**src/rtl/mem_arbiter.sv**
```systemverilog
// Two-port round-robin arbiter in front of the unified instruction/data memory.
// Port 0 is the multicycle core, port 1 the loader/debug master. Each access
// takes two cycles: a grant cycle (IDLE -> ACCESS) and a completion edge that
// returns read data with a one-cycle rvalid pulse.
module mem_arbiter #(
    parameter int unsigned ADDR_W = 32,
    parameter int unsigned DATA_W = 32
) (
    input  logic              clk,
    input  logic              reset,
    input  logic              m0_req,
    input  logic              m0_we,
    input  logic [ADDR_W-1:0] m0_addr,
    input  logic [DATA_W-1:0] m0_wdata,
    output logic              m0_gnt,
    output logic              m0_rvalid,
    output logic [DATA_W-1:0] m0_rdata,
    input  logic              m1_req,
    input  logic              m1_we,
    input  logic [ADDR_W-1:0] m1_addr,
    input  logic [DATA_W-1:0] m1_wdata,
    output logic              m1_gnt,
    output logic              m1_rvalid,
    output logic [DATA_W-1:0] m1_rdata,
    output logic [ADDR_W-1:0] mem_addr,
    output logic [DATA_W-1:0] mem_wdata,
    output logic              mem_we,
    input  logic [DATA_W-1:0] mem_rdata,
    output logic              busy
);

    typedef enum logic {
        IDLE   = 1'b0,
        ACCESS = 1'b1
    } state_t;

    state_t state;
    logic   last;       // port granted most recently
    logic   sel;        // port owning the access in flight
    logic   any_req_c;
    logic   pick_c;

    // Round-robin choice: a lone requester wins, a tie goes to the port that was not served last.
    always_comb begin
        any_req_c = m0_req | m1_req;
        pick_c    = 1'b0;
        if (m0_req && m1_req) begin
            pick_c = ~last;
        end else if (m1_req) begin
            pick_c = 1'b1;
        end
    end

    // Arbitration FSM with registered grant, memory drive and read-return outputs.
    always_ff @(posedge clk or negedge reset) begin
        if (!reset) begin
            state     <= IDLE;
            last      <= 1'b1;
            sel       <= 1'b0;
            m0_gnt    <= 1'b0;
            m1_gnt    <= 1'b0;
            m0_rvalid <= 1'b0;
            m1_rvalid <= 1'b0;
            m0_rdata  <= '0;
            m1_rdata  <= '0;
            mem_addr  <= '0;
            mem_wdata <= '0;
            mem_we    <= 1'b0;
            busy      <= 1'b0;
        end else begin
            m0_gnt    <= 1'b0;
            m1_gnt    <= 1'b0;
            m0_rvalid <= 1'b0;
            m1_rvalid <= 1'b0;
            case (state)
                IDLE: begin
                    if (any_req_c) begin
                        sel       <= pick_c;
                        last      <= pick_c;
                        mem_addr  <= pick_c ? m1_addr  : m0_addr;
                        mem_wdata <= pick_c ? m1_wdata : m0_wdata;
                        mem_we    <= pick_c ? m1_we    : m0_we;
                        m0_gnt    <= ~pick_c;
                        m1_gnt    <= pick_c;
                        busy      <= 1'b1;
                        state     <= ACCESS;
                    end
                end
                ACCESS: begin
                    // Writes commit on this edge; reads capture the memory output.
                    mem_we <= 1'b0;
                    busy   <= 1'b0;
                    state  <= IDLE;
                    if (!mem_we) begin
                        if (sel) begin
                            m1_rdata  <= mem_rdata;
                            m1_rvalid <= 1'b1;
                        end else begin
                            m0_rdata  <= mem_rdata;
                            m0_rvalid <= 1'b1;
                        end
                    end
                end
                default: state <= IDLE;
            endcase
        end
    end

endmodule

```
**config.mk**
```make
export PLATFORM = sky130hd
export DESIGN_NAME = mem_arbiter
export DESIGN_NICKNAME = d
export VERILOG_FILES = /design/src/rtl/mem_arbiter.sv
export SDC_FILE = /design/constraint.sdc
export NUM_CORES = 1
export LEC_CHECK = 0
export CAP_MARGIN = 20
export CELL_PAD_IN_SITES_DETAIL_PLACEMENT = 1
export CELL_PAD_IN_SITES_GLOBAL_PLACEMENT = 1
export CORE_ASPECT_RATIO = 2
export CORE_MARGIN = 2
export CORE_UTILIZATION = 30
export DETAILED_ROUTE_END_ITERATION = 6
export GPL_TIMING_DRIVEN = 1
export PLACE_DENSITY_LB_ADDON = 0.1
export SYNTH_ARGS = -nofsm -noshare
export SYNTH_HDL_FRONTEND = slang
export SYNTH_SLANG_ARGS = --single-unit
```
**constraint.sdc**
```tcl
create_clock -name clk -period 2.1 [get_ports clk]
set_input_delay 0.21 -clock clk [delete_from_list [all_inputs] [get_ports clk]]
set_output_delay 0.21 -clock clk [all_outputs]
set_load 0.005 [all_outputs]
```
# After elaboration in Yosys (flattened, before gate mapping)

Index checks and enable logic that the tools add are counted.

Bitwise logic cells: 6
Mux-type cells: 21
Reduce and logical (&&, ||, !) cells: 4
Equal/unequal tests: 1

Operators by type and width:

| operator                                     | count |
|---|---|
| 32-bit two-way mux                           | 2 |
| 1-bit two-way mux                            | 16 |
| 1-bit case mux with 2 select lines           | 3 |
| 3-bit AND reduction                          | 2 |
| 1-bit NOT                                    | 5 |
| 2-bit inequality test, second input constant | 1 |
| 2-bit AND reduction                          | 1 |
| 1-bit logical AND                            | 1 |
| 1-bit bitwise OR                             | 1 |

Bits in registers: 137
Input port bits: 166
Output and inout port bits: 134
Word-level logic and storage cells: 45

# Longest topological paths before layout

Gate-level depths: netlist of the first run.

Word-level depth: 5
Mapped depth: 6
Depth with buffers taken out: 3

# Least setup slack after synthesis of the first run

OpenSTA, ideal clock, no wires.

Path kind: register to register
Start point: register last
End point: register mem_addr[0]
Cell stages (with the launch flop): 7
Period minus slack after synthesis: 1.545 ns
Arrival time: 1.419 ns
Required time: 1.974 ns
Slack: 0.555 ns
Setup time: 0.126 ns
Path through: dfstp_2 -> nand2_1 -> and3b_1 -> clkbuf_1 -> buf_6 -> buf_6 -> a221o_1

Word-level cells in the longest chain between the ends: 3

RTL lines:

| what                     | RTL line | text |
|---|---|---|
| start: declaration       | 38       | `logic last;` |
| start signal: assignment | 79       | `last <= pick_c;` |
| 1-bit NOT                | 48       | `pick_c = ~last;` |
| 1-bit two-way mux        | 47       | `if (m0_req && m1_req) begin` |
| 32-bit two-way mux       | 80       | `mem_addr <= pick_c ? m1_addr : m0_addr;` |
| end signal: assignment   | 80       |  |
| end: declaration         | 25       | `output logic [ADDR_W-1:0] mem_addr,` |

Every way passes these cells.
A chain may end at the register's enable or synchronous reset.

# Final worst setup path of the first run

Start point: register mem_we
End point: output mem_we

RTL lines:

| what                     | RTL line | text |
|---|---|---|
| start: declaration       | 27       | `output logic mem_we,` |
| start signal: assignment | 82       | `mem_we <= pick_c ? m1_we : m0_we;` |

No word-level cell between the ends.

==> results.md, run 1 <==
* Worst Setup Start Kind: register
* Post-CTS Resized at 0
* Worst path slowest cell: clkdlybuf4s50_1
* Post-route ant nets at 0
* Hold Vio Cnt, Final at 0
* Worst hold slack at 0.327 ns
* Synthesized netlist cell count at 373
* Leakage at 0.00389 µW
* Hold-fix buffers at CTS at 1
* Cells on worst reg2reg path at 4
* Clk buf depth at 2
* Max incr delay on CP at 0.58 ns
* GP Congestion at 0.764
* Core area at 17,800 µm²
* WP buf/inv at 1
* # nets final at 841
* Combinational power share at 33.8%
* Yosys warning count at 0
* Num CTS Buffers at 17
* Max VDD drop at 0.439 mV
* Syn-to-layout area delta at 71.8%
* Sw Pwr at 2740 µW
* Vias per inst at 4.89
* Average wire per standard cell at 20.7 µm
* P_int at 7940 µW
* Crit path required time at 1.89 ns
* FF+latch count, synth at 137
* I/O pin cnt at 300
* Mean Syn Cell Area at 14.6 µm²
* GRT Overall Usage at 19.8%
* Syn nets at 539
* Initial DRC count at 98
* Worst clock skew at 0.00548 ns
* Root Buffer Master: clkbuf_16
* Placed cell count at 868
* DIE WIDTH at 99.3 µm
* R2r endpoint: mem_addr[16]$_DFFE_PN0P_
* Placement Rows at 69
* FMAX at 0.612 GHz
* WS Path Type: register to output pin
* Initial antenna violation count at 1
* # Post-CTS Setup Buffers at 0
* R2r setup slk at 0.50 ns
* Port bufs at 299
* Total negative setup slack at 0 ns
* RSZ-0062 raised after global routing: no
* CTS tree: yes
* Shortest period the worst path allows at 1.63 ns
* Largest net degree at the start of global routing at 65
* Critical Path AT at 1.42 ns
* Share of cells above drive strength 1 at 16.3%
* PnR worst setup slack at 0.467 ns
* Final Cycle Share at 77.8%
* Final Slew Violations at 0
* Most frequent cells in the layout: clkdlybuf4s50_1 (298), dfrtp_1 (136), mux2_2 (64), and2_1 (64), a221o_1 (64)
* Non-Filler Instances at 901
* Switch share at 25.6%
* Post-synth cell types at 22
* Initial Util at 30.6%
* First-pass GRT wire length at 28.9 mm
* Vias in the first global route at 5,149
* Sequential area share after synthesis at 62.9%
* Reg power frac at 37.1%
* Worst path depth at 1
* Place WS at 0.223 ns
* Clock Latency Late Sink at 0.42 ns
* Routed wire length at 18.7 mm
* Outcome: completed
* Detailed-route via count at 4,407
* Slew @ Worst Pin at 0.547 ns
* Worst min-delay path category: input pin to async pin
* Worst-path clk slew at 0.06 ns
* Clock sink total at 137
* DR pass1 iterations at 4
* Mapped Area at 5450 µm²
* # setup viols final at 0
* CP max FO at 4
* FF-to-FF Start: last$_DFFE_PN1P_
* Cell chain of the critical path: clkdlybuf4s50_1
* H-tree depth at 4
* Global route total overflow at 0
* Capture point of the worst path: mem_we
* Post-DP HPWL at 14.0 mm
* Die Y at 195 µm
* Worst slew margin at 63.5%
* DRC errors left at 0
* Worst path top cell family by delay: buffers and inverters
* Worst setup path start: mem_we$_DFFE_PN0P_
* Clk pwr share at 29.0%
* Nature of the critical path endpoint: output pin
* Max-cap violations at 0
* Commonest non-fill, non-tap cell in the layout: clkdlybuf4s50_1
* Power Density at 1140 nW/µm²
* Die ar. at 19,300 µm²
## cells in the mapped netlist
cell         n  area [µm²]
a21o_1       2        15.0
a221o_1     64         641
a32oi_1      1        8.76
and2_1      64         400
and3b_1      1        8.76
buf_1        1        3.75
buf_2       14        70.1
buf_6        4        45.0
clkbuf_1     9        33.8
dfrtp_1    136        3400
dfstp_2      1        26.3
inv_1        2        7.51
mux2_2      64         721
nand2_1      1        3.75
nand3b_1     1        7.51
nor2_1       2        7.51
nor2b_1      1        6.26
nor3_1       1        5.00
nor3b_1      1        7.51
nor3b_2      1        12.5
o21bai_1     1        7.51
o2bb2ai_1    1        8.76
## registers in the layout (all words and copies together), names as in the netlist, 32 cells and up
name and cells:
mem_addr 32, m1_rdata 32, m0_rdata 32, mem_wdata 32
## cell type report
type	instances	area [µm²]
Fill cell	1835	8420
Sequential cell	137	3430
Timing Repair Buffer	311	3160
Multi-Input combinational cell	206	1880
Clock buffer	20	467
Tap cell	213	267
Clock inverter	11	145
Inverter	2	7.51
Antenna cell	1	2.50
## power by group through the flow
| stage | clock [µW] | combinational [µW] | sequential, µW |
|---|---|---|---|
| after floorplan | 0 | 1100 | 4020 |
| after global placement | 0 | 3590 | 3960 |
| after detailed placement | 0 | 3690 | 4000 |
| after CTS | 3180 | 3700 | 3980 |
| after global routing | 3290 | 3880 | 4090 |
| final | 3100 | 3610 | 3970 |
## worst min-delay path by stage
stage | end | startpoint | slack, ns
6_report | m1_rdata[7]$_DFFE_PN0P_ | reset | 0.33
5_1_grt | mem_we$_DFFE_PN0P_ | m0_we | 0.34
4_1_cts | mem_we$_DFFE_PN0P_ | m0_we | 0.34
3_5_place_dp | m1_rdata[7]$_DFFE_PN0P_ | reset | 0.23
3_3_place_gp | m1_rdata[7]$_DFFE_PN0P_ | reset | 0.21
2_1_floorplan | busy$_DFFE_PN0P_ | reset | -0.09
## logic make-up after synthesis
group / Yosys count / synth area share, %
multiplexers: 64 / 13.2
AO/OA/AOI/OAI: 69 / 12.5
AND/OR/NAND/NOR: 73 / 8.43
buffers and inverters: 30 / 2.94
flip-flops: 137 / 62.9
## metal layers
metal	vias to the layer above	share of wire, %	track usage [%]
li1	1983	-	-
met1	2179	34	19.9
met2	202	56	36.4
met3	43	5.9	5.18
met4	0	4.1	10.1
met5	-	0	0
## stage by stage
| stage | total power [µW] | util [%] | instance area [µm²] |
|---|---|---|---|
| 2_1_floorplan | 5120 | - | 5450 |
| 3_3_place_gp | 7550 | 49.1 | 8740 |
| 3_5_place_dp | 7690 | 49.1 | 8740 |
| 4_1_cts | 10900 | 52.6 | 9360 |
| 5_1_grt | 11300 | 52.7 | 9360 |
| 6_report | 10700 | 52.7 | 9360 |
No activity file was read; power rests on OpenSTA's default activity.
==> run 2, diff against run 1 <==
--- a/config.mk
+++ b/config.mk
@@ -10,7 +10,7 @@
 export CELL_PAD_IN_SITES_GLOBAL_PLACEMENT = 1
 export CORE_ASPECT_RATIO = 2
 export CORE_MARGIN = 2
-export CORE_UTILIZATION = 30
+export CORE_UTILIZATION = 27
 export DETAILED_ROUTE_END_ITERATION = 6
 export GPL_TIMING_DRIVEN = 1
 export PLACE_DENSITY_LB_ADDON = 0.1
==> constraint.sdc (replaced) <==
create_clock -name clk -period 1.3 [get_ports clk]
set_input_delay 0.13 -clock clk [delete_from_list [all_inputs] [get_ports clk]]
set_output_delay 0.13 -clock clk [all_outputs]
set_load 0.005 [all_outputs]
==> run 2 against run 1 <==
Net effect:
- worst hold slack worse by 0.18 ns
- sequential share of layout area shrank 1.6 points
- critical path depth increased by 3
- cell count is 9.4% higher
- sequential cell count unchanged
- global-route usage decreased by 0.15 points
- highest routed layer unchanged
- cell area increased by 4.4%
- the run now ends with negative setup slack left
==> results.md, run 2 (synthesis results as in run 1) <==
* Multi-input gate area at 2020 µm² (+7.2%)
* Max incr delay on CP at 0.53 ns (-0.05 ns)
* Crit path required time at 1.61 ns (-0.28 ns)
* GP Congestion at 0.796 (+4.2%)
* Share of cells above drive strength 1 at 19.3% (+3.0 points)
* CP max FO at 11 (+7)
* Clock sink total at 137 (unchanged)
* Die Y at 205 µm (+5.3%)
* Cells on worst reg2reg path at 4 (unchanged)
* Metal1 wirelength at 6.89 mm (+7.5%)
* Max layer used: met4
* # nets final at 874 (+3.9%)
* GRT Overall Usage at 19.6% (-0.15 points)
* Detailed-route via count at 4,619 (+4.8%)
* Post-route ant nets at 0 (unchanged)
* WS Path Type: register to register
* Sw Pwr at 4520 µW (+65%)
* Worst clock skew at 0.00998 ns (+0.00450 ns)
* Final Cycle Share at 116%
* # setup viols final at 133 (+133)
* Power Total at 16,300 µW (+53%)
* Fillers at 2,124 (+16%)
* Power Density at 1670 nW/µm² (+46%)
* DIE WIDTH at 104 µm (+5.2%)
* Placement Rows at 73 (+5.8%)
* Combinational power share at 34.9% (+1.1 points)
* Routed wire length at 21.6 mm (+16%)
* Vias in the first global route at 5,338 (+3.7%)
* Worst-path clk slew at 0.06 ns (about the same)
* FF-to-FF Start: last$_DFFE_PN1P_
* Average wire per standard cell at 21.9 µm (+5.9%)
* Worst hold slack at 0.143 ns (-0.183 ns)
* Cell chain of the critical path: nand2_1, and3b_4, clkbuf_16, a221o_1
* FMAX at 0.660 GHz
* Largest net degree at the start of global routing at 49 (-25%)
* Num CTS Buffers at 17 (unchanged)
* Clk buf depth at 2 (unchanged)
* Worst min-delay path category: input pin to async pin
* Most frequent cells in the layout: clkdlybuf4s50_1 (164), dfrtp_1 (136), dlygate4sd2_1 (133)
* Final Slew Violations at 0 (unchanged)
* Worst path slowest cell: dfstp_2
* CTS tree: yes
* Reg power frac at 39.0% (+1.9 points)
* First-pass GRT wire length at 31.0 mm (+7.0%)
* WP buf/inv at 1 (unchanged)
* I/O pin cnt at 300 (unchanged)
* Nature of the critical path endpoint: register
* Worst path depth at 4 (+3)
* R2r endpoint: mem_wdata[0]$_DFFE_PN0P_
* Capture point of the worst path: mem_wdata[0]$_DFFE_PN0P_
* Register area at 3430 µm² (unchanged)
* Max-cap violations at 0 (unchanged)
* Worst path top cell family by delay: flip-flops
* Switch share at 27.7% (+2.1 points)
* Global route total overflow at 0 (unchanged)
* Outcome: finished with violations
* DR pass1 iterations at 4 (unchanged)
* Root Buffer Master: clkbuf_16
* Commonest non-fill, non-tap cell in the layout: clkdlybuf4s50_1
* Initial antenna violation count at 3 (+2)
* Initial Util at 27.5% (-3.1 points)
* Vias per inst at 4.68 (-4.2%)
* RSZ-0062 raised after global routing: yes
* Met3 wire len at 1.31 mm (+20%)
* Clk pwr share at 26.1% (-2.9 points)
* Worst slew margin at 79.7% (+16 points)
* Max VDD drop at 0.646 mV (+47%)
* DRC errors left at 0 (unchanged)
* Total negative setup slack at -21.93 ns (-21.93 ns)
* R2r setup slk at -0.21 ns (-0.71 ns)
* Clock Latency Late Sink at 0.43 ns (about the same)
* Port bufs at 299 (unchanged)
* Shortest period the worst path allows at 1.51 ns
* Critical Path AT at 1.82 ns (+0.40 ns)
* Worst setup path start: last$_DFFE_PN1P_
* Core area at 19,800 µm² (+11%)
* PnR worst setup slack at -0.214 ns (-0.681 ns)
* Metal2 WL at 12.8 mm (+24%)
* Post-DP HPWL at 14.8 mm (+5.8%)
* H-tree depth at 4 (unchanged)
* Initial DRC count at 168 (+71%)
* Slew @ Worst Pin at 0.304 ns (-0.243 ns)
* Worst Setup Start Kind: register
* Leakage at 0.00446 µW (+15%)
* Hold Vio Cnt, Final at 0 (unchanged)
* Syn-to-layout area delta at 79.4%
* P_int at 11,800 µW (+49%)
* Die ar. at 21,400 µm² (+11%)
* Failing checks: negative setup slack
-- run 2: cell types whose count changed in the layout (fill, tap and decap cells not counted), sizes merged --
cell and change:
inv -1, bufinv -3, clkdlybuf4s50 -134, clkinvlp -3, dlygate4sd2 +133, buf +30
clkbuf +12, diode +2
-- run 2: final cells by class --
| class | instances | share of cell area [%] |
|---|---|---|
| Antenna cell | 3 | 0.0768 |
| Clock buffer | 28 | 4.98 |
| Clock inverter | 4 | 0.205 |
| Inverter | 2 | 0.0768 |
| Multi-Input combinational cell | 206 | 20.7 |
| Sequential cell | 137 | 35.1 |
| Tap cell | 262 | 3.35 |
| Timing Repair Buffer | 344 | 35.6 |
-- run 2: worst min path at each step --
stage / from / to / slack, ns / cells past startpoint
2_1_floorplan: reset / busy$_DFFE_PN0P_ / -0.17 / 0
3_3_place_gp: reset / m0_rdata[14]$_DFFE_PN0P_ / 0.02 / 1
3_5_place_dp: reset / m1_rdata[14]$_DFFE_PN0P_ / 0.02 / 1
4_1_cts: reset / m1_rdata[10]$_DFFE_PN0P_ / 0.14 / 2
5_1_grt: reset / m1_rdata[10]$_DFFE_PN0P_ / 0.15 / 2
6_report: reset / m1_rdata[10]$_DFFE_PN0P_ / 0.14 / 2
-- run 2: layer usage --
metal  vias to the layer above  track usage, %
li1                       2058               -
met1                      2329            17.9
met2                       199            38.8
met3                        33            6.43
met4                         0            8.11
met5                         -               0
-- run 2: through the flow --
step           utilization, %  worst slack [ns]  cells  instance area, µm²
3_5_place_dp             45.5            -0.415    929                9020
6_report                 49.3            -0.214    986                9780
4_1_cts                  48.9            -0.228    978                9690
5_1_grt                  49.3            -0.252    986                9780
2_1_floorplan               -            -0.212    373                5590
3_3_place_gp             45.5            -0.378    929                9020
-- run 2: timing repair --
action | CTS | global route
cloned | 5 | 7
hold endpoints to repair | 136 | 0
setup buffers | 11 | 1
pin swaps | 2 | 7
resized for setup | 157 | 4
endpoints found under the setup margin | 265 | 133
hold buffers | 1 | 0
-- run 2: power groups by stage --
stage | combinational, µW | sequential (µW) | clock, µW
6_report | 5700 | 6370 | 4260
2_1_floorplan | 2050 | 6500 | 0
5_1_grt | 6100 | 6540 | 4590
4_1_cts | 5740 | 6370 | 4400
3_5_place_dp | 6340 | 6460 | 0
3_3_place_gp | 6210 | 6400 | 0
==> run 3, diff against run 2 <==
--- a/config.mk
+++ b/config.mk
@@ -10,8 +10,9 @@
 export CELL_PAD_IN_SITES_GLOBAL_PLACEMENT = 1
 export CORE_ASPECT_RATIO = 2
 export CORE_MARGIN = 2
-export CORE_UTILIZATION = 27
+export CORE_UTILIZATION = 43
 export DETAILED_ROUTE_END_ITERATION = 6
+export DONT_BUFFER_PORTS = 1
 export GPL_TIMING_DRIVEN = 1
 export PLACE_DENSITY_LB_ADDON = 0.1
 export SYNTH_ARGS = -nofsm -noshare
==> run 3 against run 2 <==
Net effect:
- the flow now stops in clock tree synthesis
- area after synthesis unchanged
- synthesized cell count unchanged
==> results.md, run 3 <==
* Outcome: stopped before the end
* Stopped at: clock tree synthesis
* Tool error: [ERROR RSZ-0060] Max buffer count reached.
* DIE WIDTH at 83.6 µm (-20%)
* # Post-CTS Setup Buffers at 13 (+2)
* Root Buffer Master: clkbuf_16
* Placement Rows at 58 (-21%)
* Most frequent cell after synthesis: dfrtp_1
* Port bufs at 0 (-100%)
* H-tree depth at 4 (unchanged)
* Num CTS Buffers at 17 (unchanged)
* Main synth FF type: dfrtp_1
* Post-synth cell types at 22 (unchanged)
* Mean Syn Cell Area at 14.6 µm² (unchanged)
* Most instantiated cells after synthesis: dfrtp_1 (136), a221o_1 (64), and2_1 (64), mux2_2 (64), buf_2 (14)
* Dominant cell type by area after synthesis: dfrtp_1
* Post-CTS Resized at 63 (-60%)
* Syn nets at 539 (unchanged)
* GP Congestion at 0.809 (+1.6%)
* Die Y at 163 µm (-20%)
* Sequential area share after synthesis at 62.9% (unchanged)
* Mapped Area at 5450 µm² (unchanged)
* Synthesized netlist cell count at 373 (unchanged)
* I/O pin cnt at 300 (unchanged)
* Hold-fix buffers at CTS at 115 (+114)
* Post-synth top area share at 62.4% (unchanged)
* Synth top area cells: dfrtp_1 (62%), mux2_2 (13%), a221o_1 (12%), and2_1 (7.3%), buf_2 (1.3%)
* Post-DP HPWL at 10.7 mm (-28%)
* Clk buf depth at 2 (unchanged)
* Clock sink total at 137 (unchanged)
* Yosys warning count at 0 (unchanged)
* Initial Util at 43.7% (+16 points)
* FF+latch count, synth at 137 (unchanged)
* EDFF count, synth at 0 (unchanged)
* Ys async rst share at 100% (unchanged)
==> run 3: logic make-up after synthesis <==
group                  share of synthesized area (%)
multiplexers                                    13.2
flip-flops                                      62.9
AO/OA/AOI/OAI                                   12.5
buffers and inverters                           2.94
AND/OR/NAND/NOR                                 8.43
==> run 3: through the flow <==
stage               setup WS (ns)  cells  hold slack [ns]  area (µm²)
floorplan                  -0.212    373           -0.166        5590
global placement           -0.181    513           -0.163        5820
detailed placement         -0.225    513           -0.163        5820
==> run 4, diff against run 3 <==
==> config.mk (replaced) <==
export PLATFORM = sky130hd
export DESIGN_NAME = mem_arbiter
export DESIGN_NICKNAME = d
export VERILOG_FILES = /design/src/rtl/mem_arbiter.sv
export SDC_FILE = /design/constraint.sdc
export NUM_CORES = 1
export LEC_CHECK = 0
export CAP_MARGIN = 20
export CORE_MARGIN = 2
export CORE_UTILIZATION = 30
export DETAILED_ROUTE_END_ITERATION = 6
export DONT_BUFFER_PORTS = 1
export GPL_TIMING_DRIVEN = 1
export PLACE_DENSITY_LB_ADDON = 0.15
export SYNTH_ARGS = -nofsm -noshare
export SYNTH_HDL_FRONTEND = slang
export SYNTH_SLANG_ARGS = --single-unit
==> constraint.sdc (replaced) <==
create_clock -name clk -period 1.69 [get_ports clk]
set_input_delay 0.169 -clock clk [delete_from_list [all_inputs] [get_ports clk]]
set_output_delay 0.169 -clock clk [all_outputs]
set_load 0.005 [all_outputs]
==> run 4 against run 3 <==
Net effect:
- the run again fails in clock tree synthesis
- area after synthesis is the same
- synthesized cell count stayed put
==> results.md, run 4 <==
* Ys async rst share at 100% (unchanged)
* Root Buffer Master: clkbuf_16
* Num CTS Buffers at 17 (unchanged)
* EDFF count, synth at 0 (unchanged)
* Clock sink total at 137 (unchanged)
* Xor/xnor share of the synthesized area at 0% (unchanged)
* Placement Rows at 49 (-16%)
* Most frequent cell after synthesis: dfrtp_1
* Mapped Area at 5450 µm² (unchanged)
* Post-synth top area share at 62.4% (unchanged)
* FF+latch count, synth at 137 (unchanged)
* H-tree depth at 4 (unchanged)
* Clk buf depth at 2 (unchanged)
* Post-synth cell types at 22 (unchanged)
* I/O pin cnt at 300 (unchanged)
* Sequential area share after synthesis at 62.9% (unchanged)
* Syn nets at 539 (unchanged)
* Stopped at: clock tree synthesis
* Synth top area cells: dfrtp_1 (62%), mux2_2 (13%), a221o_1 (12%), and2_1 (7.3%), buf_2 (1.3%)
* Compound-Gate Fraction of Synth Area at 12.5% (unchanged)
* Largest family of logic cells by synthesized area: multiplexers
* Place WS at 0.150 ns (+0.375 ns)
* Post-CTS Resized at 0 (-100%)
* Dominant cell type by area after synthesis: dfrtp_1
* Outcome: stopped before the end
* Port bufs at 0 (unchanged)
* Synthesized netlist cell count at 373 (unchanged)
* Post-DP HPWL at 9.45 mm (-11%)
* Tool error: [ERROR RSZ-0060] Max buffer count reached.
* Post-synthesis adder-cell area fraction at 0% (unchanged)
* # Post-CTS Setup Buffers at 0 (-13)
* DIE WIDTH at 139 µm (+66%)
* Main synth FF type: dfrtp_1
* Mux share of post-synthesis cell area at 13.2% (unchanged)
* Yosys warning count at 0 (unchanged)
* Most instantiated cells after synthesis: dfrtp_1 (136), a221o_1 (64), and2_1 (64), mux2_2 (64), buf_2 (14)
* Initial Util at 30.4% (-13 points)
* Die Y at 139 µm (-15%)
* Post-synthesis simple-gate area fraction at 8.43% (unchanged)
* Hold-fix buffers at CTS at 123 (+7.0%)
* GP Congestion at 0.793 (-2.0%)
* Mean Syn Cell Area at 14.6 µm² (unchanged)
[run 4: cell families after synthesis]
group           Yosys count
flops                   137
simple gates             73
compound gates           69
mux                      64
buf+inv                  30
[run 4: through the flow]
stage,std cells,instance area [µm²]
2_1_floorplan,373,5450
3_3_place_gp,582,5740
3_5_place_dp,582,5740
